===== src/rtl/framebuffer_row_dump_pkg.sv =====
// Shared definitions for the framebuffer row dumper: FSM state encoding,
// the kind of byte currently in flight on the UART, and framing constants.
// The command byte matches what control_module expects at the start of a line.
package framebuffer_row_dump_pkg;

  typedef enum logic [2:0] {
    IDLE     = 3'd0,
    SEND_L   = 3'd1,
    SEND_ROW = 3'd2,
    FETCH    = 3'd3,
    CAPTURE  = 3'd4,
    WAIT_TX  = 3'd5,
    DONE     = 3'd6
  } state_e;

  // Which byte of the line is currently being shifted out.
  // WAIT_TX uses this to decide where to go next.
  typedef enum logic [1:0] {
    KIND_CMD = 2'd0,
    KIND_ROW = 2'd1,
    KIND_PIX = 2'd2
  } kind_e;

  localparam logic [7:0]  CMD_LINE       = 8'h4C;  // ASCII 'L'
  localparam int unsigned ROW_BYTES      = 128;    // 64 px x RGB565
  localparam int unsigned BYTE_IDX_WIDTH = 7;

endpackage


===== src/rtl/uart_tx_byte.sv =====
// 8N1 UART transmitter for one byte at a time; reusable standalone.
// Latency: start bit appears the cycle after load; each bit lasts DIVIDER_TICKS cycles.
// Backpressure: load is ignored while a frame is in flight; tx_ready rises the cycle after the stop bit's last tick.
// Ports: clk_in/reset (sync, active-high), load + data[7:0] request a frame,
//        tx_out serial line (idle high), tx_ready high when a new byte can be loaded.
module uart_tx_byte #(
  parameter int unsigned DIVIDER_TICKS       = 1000000,
  parameter int unsigned DIVIDER_TICKS_WIDTH = 20
) (
  input  logic       clk_in,
  input  logic       reset,
  input  logic       load,
  input  logic [7:0] data,
  output logic       tx_out,
  output logic       tx_ready
);

  logic [DIVIDER_TICKS_WIDTH-1:0] baud_q, baud_d;
  logic [3:0]                     bit_q, bit_d;
  logic [9:0]                     shift_q, shift_d;
  logic                           active_q, active_d;
  logic                           tick;

  assign tick = (baud_q == DIVIDER_TICKS_WIDTH'(DIVIDER_TICKS - 1));

  always_comb begin
    baud_d   = baud_q;
    bit_d    = bit_q;
    shift_d  = shift_q;
    active_d = active_q;
    if (!active_q) begin
      if (load) begin
        active_d = 1'b1;
        baud_d   = '0;
        bit_d    = '0;
        shift_d  = {1'b1, data, 1'b0};  // stop, d7..d0, start (LSB goes first)
      end
    end else if (tick) begin
      baud_d  = '0;
      // Ones are shifted in behind the frame, so the line rests high once
      // the stop bit has been consumed.
      shift_d = {1'b1, shift_q[9:1]};
      if (bit_q == 4'd9) begin
        active_d = 1'b0;
      end else begin
        bit_d = bit_q + 4'd1;
      end
    end else begin
      baud_d = baud_q + 1'b1;
    end
  end

  always_ff @(posedge clk_in) begin
    if (reset) begin
      baud_q   <= '0;
      bit_q    <= '0;
      shift_q  <= '1;
      active_q <= 1'b0;
    end else begin
      baud_q   <= baud_d;
      bit_q    <= bit_d;
      shift_q  <= shift_d;
      active_q <= active_d;
    end
  end

  assign tx_out   = shift_q[0];
  assign tx_ready = ~active_q;

endmodule


===== src/rtl/framebuffer_row_dump.sv =====
// Dumps one framebuffer row over UART as 'L', row, 128 pixel bytes (replayable into control_module).
// Latency: busy the cycle after an accepted start; done pulses two cycles after the final stop bit ends.
// Backpressure: start is only honoured in IDLE; requests while busy are dropped, not queued.
// Ports: clk_in/reset (sync, active-high); start/row request a dump; busy/done status;
//        ram_address/ram_clk_enable/ram_data_in read-only RAM port A (1-cycle read); tx_out serial line.
module framebuffer_row_dump
  import framebuffer_row_dump_pkg::*;
#(
  parameter int unsigned DIVIDER_TICKS       = 1000000,
  parameter int unsigned DIVIDER_TICKS_WIDTH = 20,
  parameter int unsigned ROW_BYTES           = 128,
  parameter int unsigned ROW_ADDR_WIDTH      = 5
) (
  input  logic                      clk_in,
  input  logic                      reset,
  input  logic                      start,
  input  logic [ROW_ADDR_WIDTH-1:0] row,
  output logic                      busy,
  output logic                      done,
  output logic [11:0]               ram_address,
  output logic                      ram_clk_enable,
  input  logic [7:0]                ram_data_in,
  output logic                      tx_out
);

  state_e                      state_q, state_d;
  kind_e                       kind_q, kind_d;
  logic [ROW_ADDR_WIDTH-1:0]   row_q, row_d;
  logic [BYTE_IDX_WIDTH-1:0]   idx_q, idx_d;
  logic                        tx_load;
  logic [7:0]                  tx_data;
  logic                        tx_ready;

  always_comb begin
    state_d        = state_q;
    kind_d         = kind_q;
    row_d          = row_q;
    idx_d          = idx_q;
    tx_load        = 1'b0;
    tx_data        = 8'h00;
    ram_clk_enable = 1'b0;
    done           = 1'b0;
    unique case (state_q)
      IDLE: begin
        if (start) begin
          row_d   = row;
          idx_d   = '0;
          state_d = SEND_L;
        end
      end
      SEND_L: begin
        tx_load = 1'b1;
        tx_data = CMD_LINE;
        kind_d  = KIND_CMD;
        state_d = WAIT_TX;
      end
      SEND_ROW: begin
        tx_load = 1'b1;
        tx_data = 8'(row_q);
        kind_d  = KIND_ROW;
        state_d = WAIT_TX;
      end
      FETCH: begin
        ram_clk_enable = 1'b1;
        state_d        = CAPTURE;
      end
      CAPTURE: begin
        // RAM data is valid this cycle; the transmitter's shift register
        // is the capture register.
        tx_load = 1'b1;
        tx_data = ram_data_in;
        kind_d  = KIND_PIX;
        state_d = WAIT_TX;
      end
      WAIT_TX: begin
        if (tx_ready) begin
          unique case (kind_q)
            KIND_CMD: state_d = SEND_ROW;
            KIND_ROW: state_d = FETCH;
            KIND_PIX: begin
              // Stop at the row's last byte so the index never wraps into
              // the next row's addresses.
              if (idx_q == BYTE_IDX_WIDTH'(ROW_BYTES - 1)) begin
                state_d = DONE;
              end else begin
                idx_d   = idx_q + 1'b1;
                state_d = FETCH;
              end
            end
            default: state_d = IDLE;
          endcase
        end
      end
      DONE: begin
        done    = 1'b1;
        state_d = IDLE;
      end
      default: state_d = IDLE;
    endcase
  end

  always_ff @(posedge clk_in) begin
    if (reset) begin
      state_q <= IDLE;
      kind_q  <= KIND_CMD;
      row_q   <= '0;
      idx_q   <= '0;
    end else begin
      state_q <= state_d;
      kind_q  <= kind_d;
      row_q   <= row_d;
      idx_q   <= idx_d;
    end
  end

  // busy drops in DONE so that it falls in the same cycle done pulses.
  assign busy        = (state_q != IDLE) && (state_q != DONE);
  assign ram_address = 12'({row_q, idx_q});

  uart_tx_byte #(
    .DIVIDER_TICKS      (DIVIDER_TICKS),
    .DIVIDER_TICKS_WIDTH(DIVIDER_TICKS_WIDTH)
  ) u_tx (
    .clk_in  (clk_in),
    .reset   (reset),
    .load    (tx_load),
    .data    (tx_data),
    .tx_out  (tx_out),
    .tx_ready(tx_ready)
  );

endmodule

===== config.mk =====
export PLATFORM = sky130hd
export DESIGN_NAME = framebuffer_row_dump
export DESIGN_NICKNAME = d
export VERILOG_FILES = /design/src/rtl/framebuffer_row_dump_pkg.sv /design/src/rtl/uart_tx_byte.sv /design/src/rtl/framebuffer_row_dump.sv
export SDC_FILE = /design/constraint.sdc
export NUM_CORES = 1
export LEC_CHECK = 0
export CAP_MARGIN = 0
export CORE_UTILIZATION = 50
export CTS_CLUSTER_SIZE = 12
export DETAILED_ROUTE_END_ITERATION = 6
export DONT_BUFFER_PORTS = 1
export SETUP_SLACK_MARGIN = 0.05
export SLEW_MARGIN = 10
export SYNTH_ARGS = -nofsm -noshare
export SYNTH_HDL_FRONTEND = slang
export SYNTH_SLANG_ARGS = --single-unit

===== constraint.sdc =====
create_clock -name clk_in -period 3.74 [get_ports clk_in]
set_input_delay 0.187 -clock clk_in [delete_from_list [all_inputs] [get_ports clk_in]]
set_output_delay 0.187 -clock clk_in [all_outputs]
set_load 0.02 [all_outputs]

* Yosys cells after proc, flatten, opt, wreduce, memory -nomap -nowiden
Index checks and enable logic that the tools add are counted.
Cells by class: reduce and logical (&&, ||, !) cells 13, equal/unequal tests 18, mux-type cells 29, add/subtract/negate cells 3
Operator list (count):
- two-way mux 20 bit | 3
- two-way mux 10 bit | 3
- two-way mux 7 bit | 4
- case mux 8 bit (3 select lines) | 1
- adder 20 x 1 -> 20 bit (second input constant) | 1
- equality test 20 bit (second input constant) | 1
- two-way mux 4 bit | 4
- case mux 7 bit (2 select lines) | 1
- != test 2 bit (second input constant) | 6
- case mux 3 bit (4 select lines) | 1
- equality test 3 bit (second input constant) | 3
- two-way mux 3 bit | 3
- case mux 3 bit (3 select lines) | 1
- adder 7 x 1 -> 7 bit (second input constant) | 1
- equality test 7 bit (second input constant) | 1
- two-way mux 1 bit | 7
- equality test 3 x 2 -> 1 bit (second input constant) | 2
- case mux 2 bit (3 select lines) | 1
- AND reduction 2 bit | 3
- nonzero test 3 bit | 2
- AND reduction 5 bit | 1
- adder 4 x 1 -> 4 bit (second input constant) | 1
- equality test 4 bit (second input constant) | 1
- nonzero test 2 bit | 2
- 9 further kinds | 9
Storage, ports and cells: flip-flop bits (word level) 52, output and inout bits 16, logic and storage cells 71, input port bits 16

* Depth between registers and ports, before layout
depth in word-level cells 5, gate-level depth with buffers 8, mapped depth without buffers 6

* Hierarchy
A second synthesis with hierarchy kept.
Unflattened totals: cells, all modules 336, area, all modules 2717.6 um2
By module, submodules not included:
- uart_tx_byte | sequential area each 680.7 um2, area an instance 1724.2 um2, times used 1, cells an instance 216
- framebuffer_row_dump | sequential area each 340.3 um2, area an instance 993.5 um2, times used 1, cells an instance 120

* Worst setup path after synthesis
Ideal clock, no wire load.
path type reg2reg, start reg u_tx.baud_q[0], end reg u_tx.shift_q[0], path buffers 1, data required time 3.618 ns, arrival time 1.847 ns, stages on the path, launching flop included 8, slack 1.771 ns, period minus slack after synthesis 1.969 ns, library setup time 0.122 ns, path through dfxtp_1 > ha_1 > nand3_4 > nor4_4 > a21oi_2 > or2_1 > buf_6 > a221o_1
Between the ends: longest elaborated chain between the ends 3
RTL lines:
- start: declaration | line uart_tx_byte.sv:18 | logic [DIVIDER_TICKS_WIDTH-1:0] baud_q, baud_d;
- start signal: assignment | line uart_tx_byte.sv:60 | baud_q <= baud_d;
- equality test 20 bit | line uart_tx_byte.sv:24 | assign tick = (baud_q == DIVIDER_TICKS_WIDTH'(DIVIDER_TICKS - 1));
- != test 2 bit (no source line)
- AND reduction 2 bit (no source line)
- end signal: assignment | line uart_tx_byte.sv:62 | shift_q <= shift_d;
- end: declaration | line uart_tx_byte.sv:20 | logic [9:0] shift_q, shift_d;
No other way between the ends. A chain may end at the register's enable or synchronous reset.

* Final worst setup path
start reg u_tx.active_q, end reg u_tx.bit_q[2]
Between the ends: longest elaborated chain between the ends 2, elaborated cells between the ends (all ways) 5, those cells by class eq/ne (2); mux (1); reduce/logical (2)
RTL lines:
- start: declaration | line uart_tx_byte.sv:21 | logic active_q, active_d;
- start signal: assignment | line uart_tx_byte.sv:63 | active_q <= active_d;
- != test 2 bit (no source line) / nonzero test 2 bit (equally long branches)
- AND reduction 3 bit (no source line)
- end signal: assignment | line uart_tx_byte.sv:61 | bit_q <= bit_d;
- end: declaration | line uart_tx_byte.sv:19 | logic [3:0] bit_q, bit_d;
Several ways; a longest one is shown, not always the timed one.

==> results.cfg <==
[status]
status = finished clean

[cells_and_area]
final_util_pct = 54.3
fin_nets = 323
areaGrowthSynthToFinish_pct = 4.13
regArea_um2 = 1020
multiInputGateArea_um2 = 1520
diodes = 0
layout-drive-gt1-share_pct = 6.93
fill_cells = 496

[cts]
cts_tree = yes
cts_made_buffers = 5
root_buffer = clkbuf_8
h-tree-depth = 2
path_clk_slew_ps = 90
insertion_delay_ps = 300
ctsResizeCount = 0
postCtsSetupRepairBufs = 0
cts.sinks = 51
postCtsHoldBufs = 1
cts_buffer_depth = 2

[place]
hpwl_um = 3680
dp_slack_ps = 1310
place_congestion = 0.785
port_buffers = 0

[worst_hold_path]
hold_path_class = in2reg
worstHoldStart = row[1]
holdPathEnd = row_q[1]$_SDFFE_PP0P_
holdPathStages = 2

[sta]
setup_viol = 0
fin_setup_tns_ps = 0
slew_viol_final = 0
min_period_over_period_pct = 66.4
worst_pin_slew_ps = 754
fin_ws_ps = 1260
hold_viol_final = 0
fin_skew_ps = 4.41
fmax_mhz = 403
slew_headroom_pct = 49.6
fin_crit_ps = 2480
rsz0062_at_grt = no

[die]
ioPinCount = 32
row_count = 26
core_area_um2 = 5110
die-area_um2 = 5620
start_util_pct = 52.2
die_y_um = 75.0
die_w_um = 75.0

[worst_setup_path]
ff2ff_path_depth = 5
r2r-start = u_tx.active_q$_SDFF_PP0_
cp_max_fo = 19
start_kind = register
r2r-end = u_tx.bit_q[2]$_SDFFE_PP0P_
crit_type = reg2reg
crit_required_ps = 3970
cp.arrival_ps = 2710
reg2reg_slack_ps = 1260
cp-end-kind = register

[synthesis]
synthTopCellsByCount = dfxtp_1 (51), nor2_1 (34), a21oi_1 (21)
synthTopCellsByArea = dfxtp_1 (38%), nor2_1 (4.8%), mux2i_1 (4.1%)
yosysSeqAreaShare_pct = 38.3
synth_top_cell_area_share_pct = 38.3
netlist-cell-type-count = 58
syn_nets = 331
synthCells = 311
ys_ff_latch = 51
synth_ff_type = dfxtp_1
async_reset_ff_share_pct = 0
synth_edf_count = 0
yosysMostFrequentCell = dfxtp_1
synth_warnings = 0
synth_area_leader_cell = dfxtp_1
synth_area_per_cell_um2 = 8.57
synth_area_um2 = 2660

[route]
postRouteAntennaNets = 0
post_drt_wl_per_cell_um = 14.4
vias = 2194
drt_pass1_iterations = 6
drtIter0Drc = 107
route.detailed.drc = 0
via_per_inst = 5.88
wirelength_um = 5390

[grt]
grt_pass1_wl_um = 8760
grt_pass1_vias = 1845
grt_max_degree = 30
antenna_found_initial = 0
grt-ovfl-total = 0
track_usage_pct = 20.6

[pwr]
power.leakage_nw = 0.972
vdd.ir_drop.worst_v = 0.000231
power_density_nw_per_um2 = 419

[flow_run]
maxCapViolCount = 0
[routing by layer]
layer | GRT usage (%) | part of all wire [%]
met2 | 32.7 | 46
met1 | 27.9 | 49
met4 | 5.66 | 1.1
met3 | 5.22 | 4.1
met5 | 0 | 0
[registers in the layout, indices dropped and copies added, names as in the netlist]
| signal | cells |
|---|---|
| u_tx.baud_q | 20 |
| state_q | 3 |
| u_tx.active_q | 1 |
| row_q | 5 |
| u_tx.bit_q | 4 |
| idx_q | 7 |
| u_tx.shift_q | 9 |
| kind_q | 2 |
[worst max-delay path, cell delays in order, from the launching register on]
cell	delay, ps
dfxtp_1	760
clkinv_1	460
nor3b_1	390
nand3_1	210
or3b_1	420
a31oi_1	160
[stage by stage]
| step | area (µm²) | power [mW] | hold slack [ps] | cells |
|---|---|---|---|---|
| 5_1_grt | 2770 | 1.23 | 34.7 | 373 |
| 4_1_cts | 2770 | 1.17 | 27.4 | 373 |
| 6_report | 2770 | 1.16 | 34.9 | 373 |
| 3_3_place_gp | 2680 | 0.847 | 261 | 365 |
| 2_1_floorplan | 2660 | 0.822 | 334 | 311 |
| 3_5_place_dp | 2680 | 0.849 | 263 | 365 |
[how the worst max path moves through the flow]
stage / from / end / depth (start not counted) / slack [ps]
global placement: u_tx.active_q$_SDFF_PP0_ / u_tx.bit_q[2]$_SDFFE_PP0P_ / 5 / 1380
CTS: u_tx.active_q$_SDFF_PP0_ / u_tx.bit_q[2]$_SDFFE_PP0P_ / 5 / 1270
finish: u_tx.active_q$_SDFF_PP0_ / u_tx.bit_q[2]$_SDFFE_PP0P_ / 5 / 1260
detailed placement: u_tx.active_q$_SDFF_PP0_ / u_tx.bit_q[2]$_SDFFE_PP0P_ / 5 / 1310
floorplan: u_tx.baud_q[0]$_SDFFE_PP0P_ / u_tx.shift_q[0]$_SDFFE_PP1P_ / 7 / 1770
global route: u_tx.active_q$_SDFF_PP0_ / u_tx.bit_q[2]$_SDFFE_PP0P_ / 5 / 1000
[report_power, final]
group          leakage, nW  switching, mW  internal [mW]
clock               0.0470          0.177          0.146
combinational        0.510          0.121         0.0843
sequential           0.415         0.0529          0.582
total                0.972          0.351          0.812
[layout by cell type, fill, tap and decap left out, types with 6 or more instances in the layout]
master	instances
a31oi_1	11
xnor2_1	6
nand3_1	15
dfxtp_1	51
clkbuf_8	6
nand2_1	16
nand3b_1	7
nor3_1	8
a22o_1	11
a21oi_1	21
nor2b_1	6
nor2_1	34
mux2i_1	11
inv_1	9
o21ai_0	9
[logic make-up after synthesis]
family	after synthesis	share of synthesized area [%]
AO/OA/AOI/OAI	84	21.6
XOR/XNOR	10	3.29
adder cells (fa/ha/maj)	4	1.88
buffers and inverters	27	4.70
flip-flops	51	38.3
multiplexers	12	4.56
AND/OR/NAND/NOR	123	25.6
[final cells by class]
| cell class | count | area share [%] |
|---|---|---|
| multi-input combinational | 233 | 54.9 |
| inverter | 10 | 1.35 |
| timing repair buffer | 2 | 0.631 |
| clock inverter | 1 | 0.180 |
| clock buffer | 6 | 2.98 |
| sequential | 51 | 36.8 |
| tap | 70 | 3.16 |
Power figures use the tool's default switching activity.
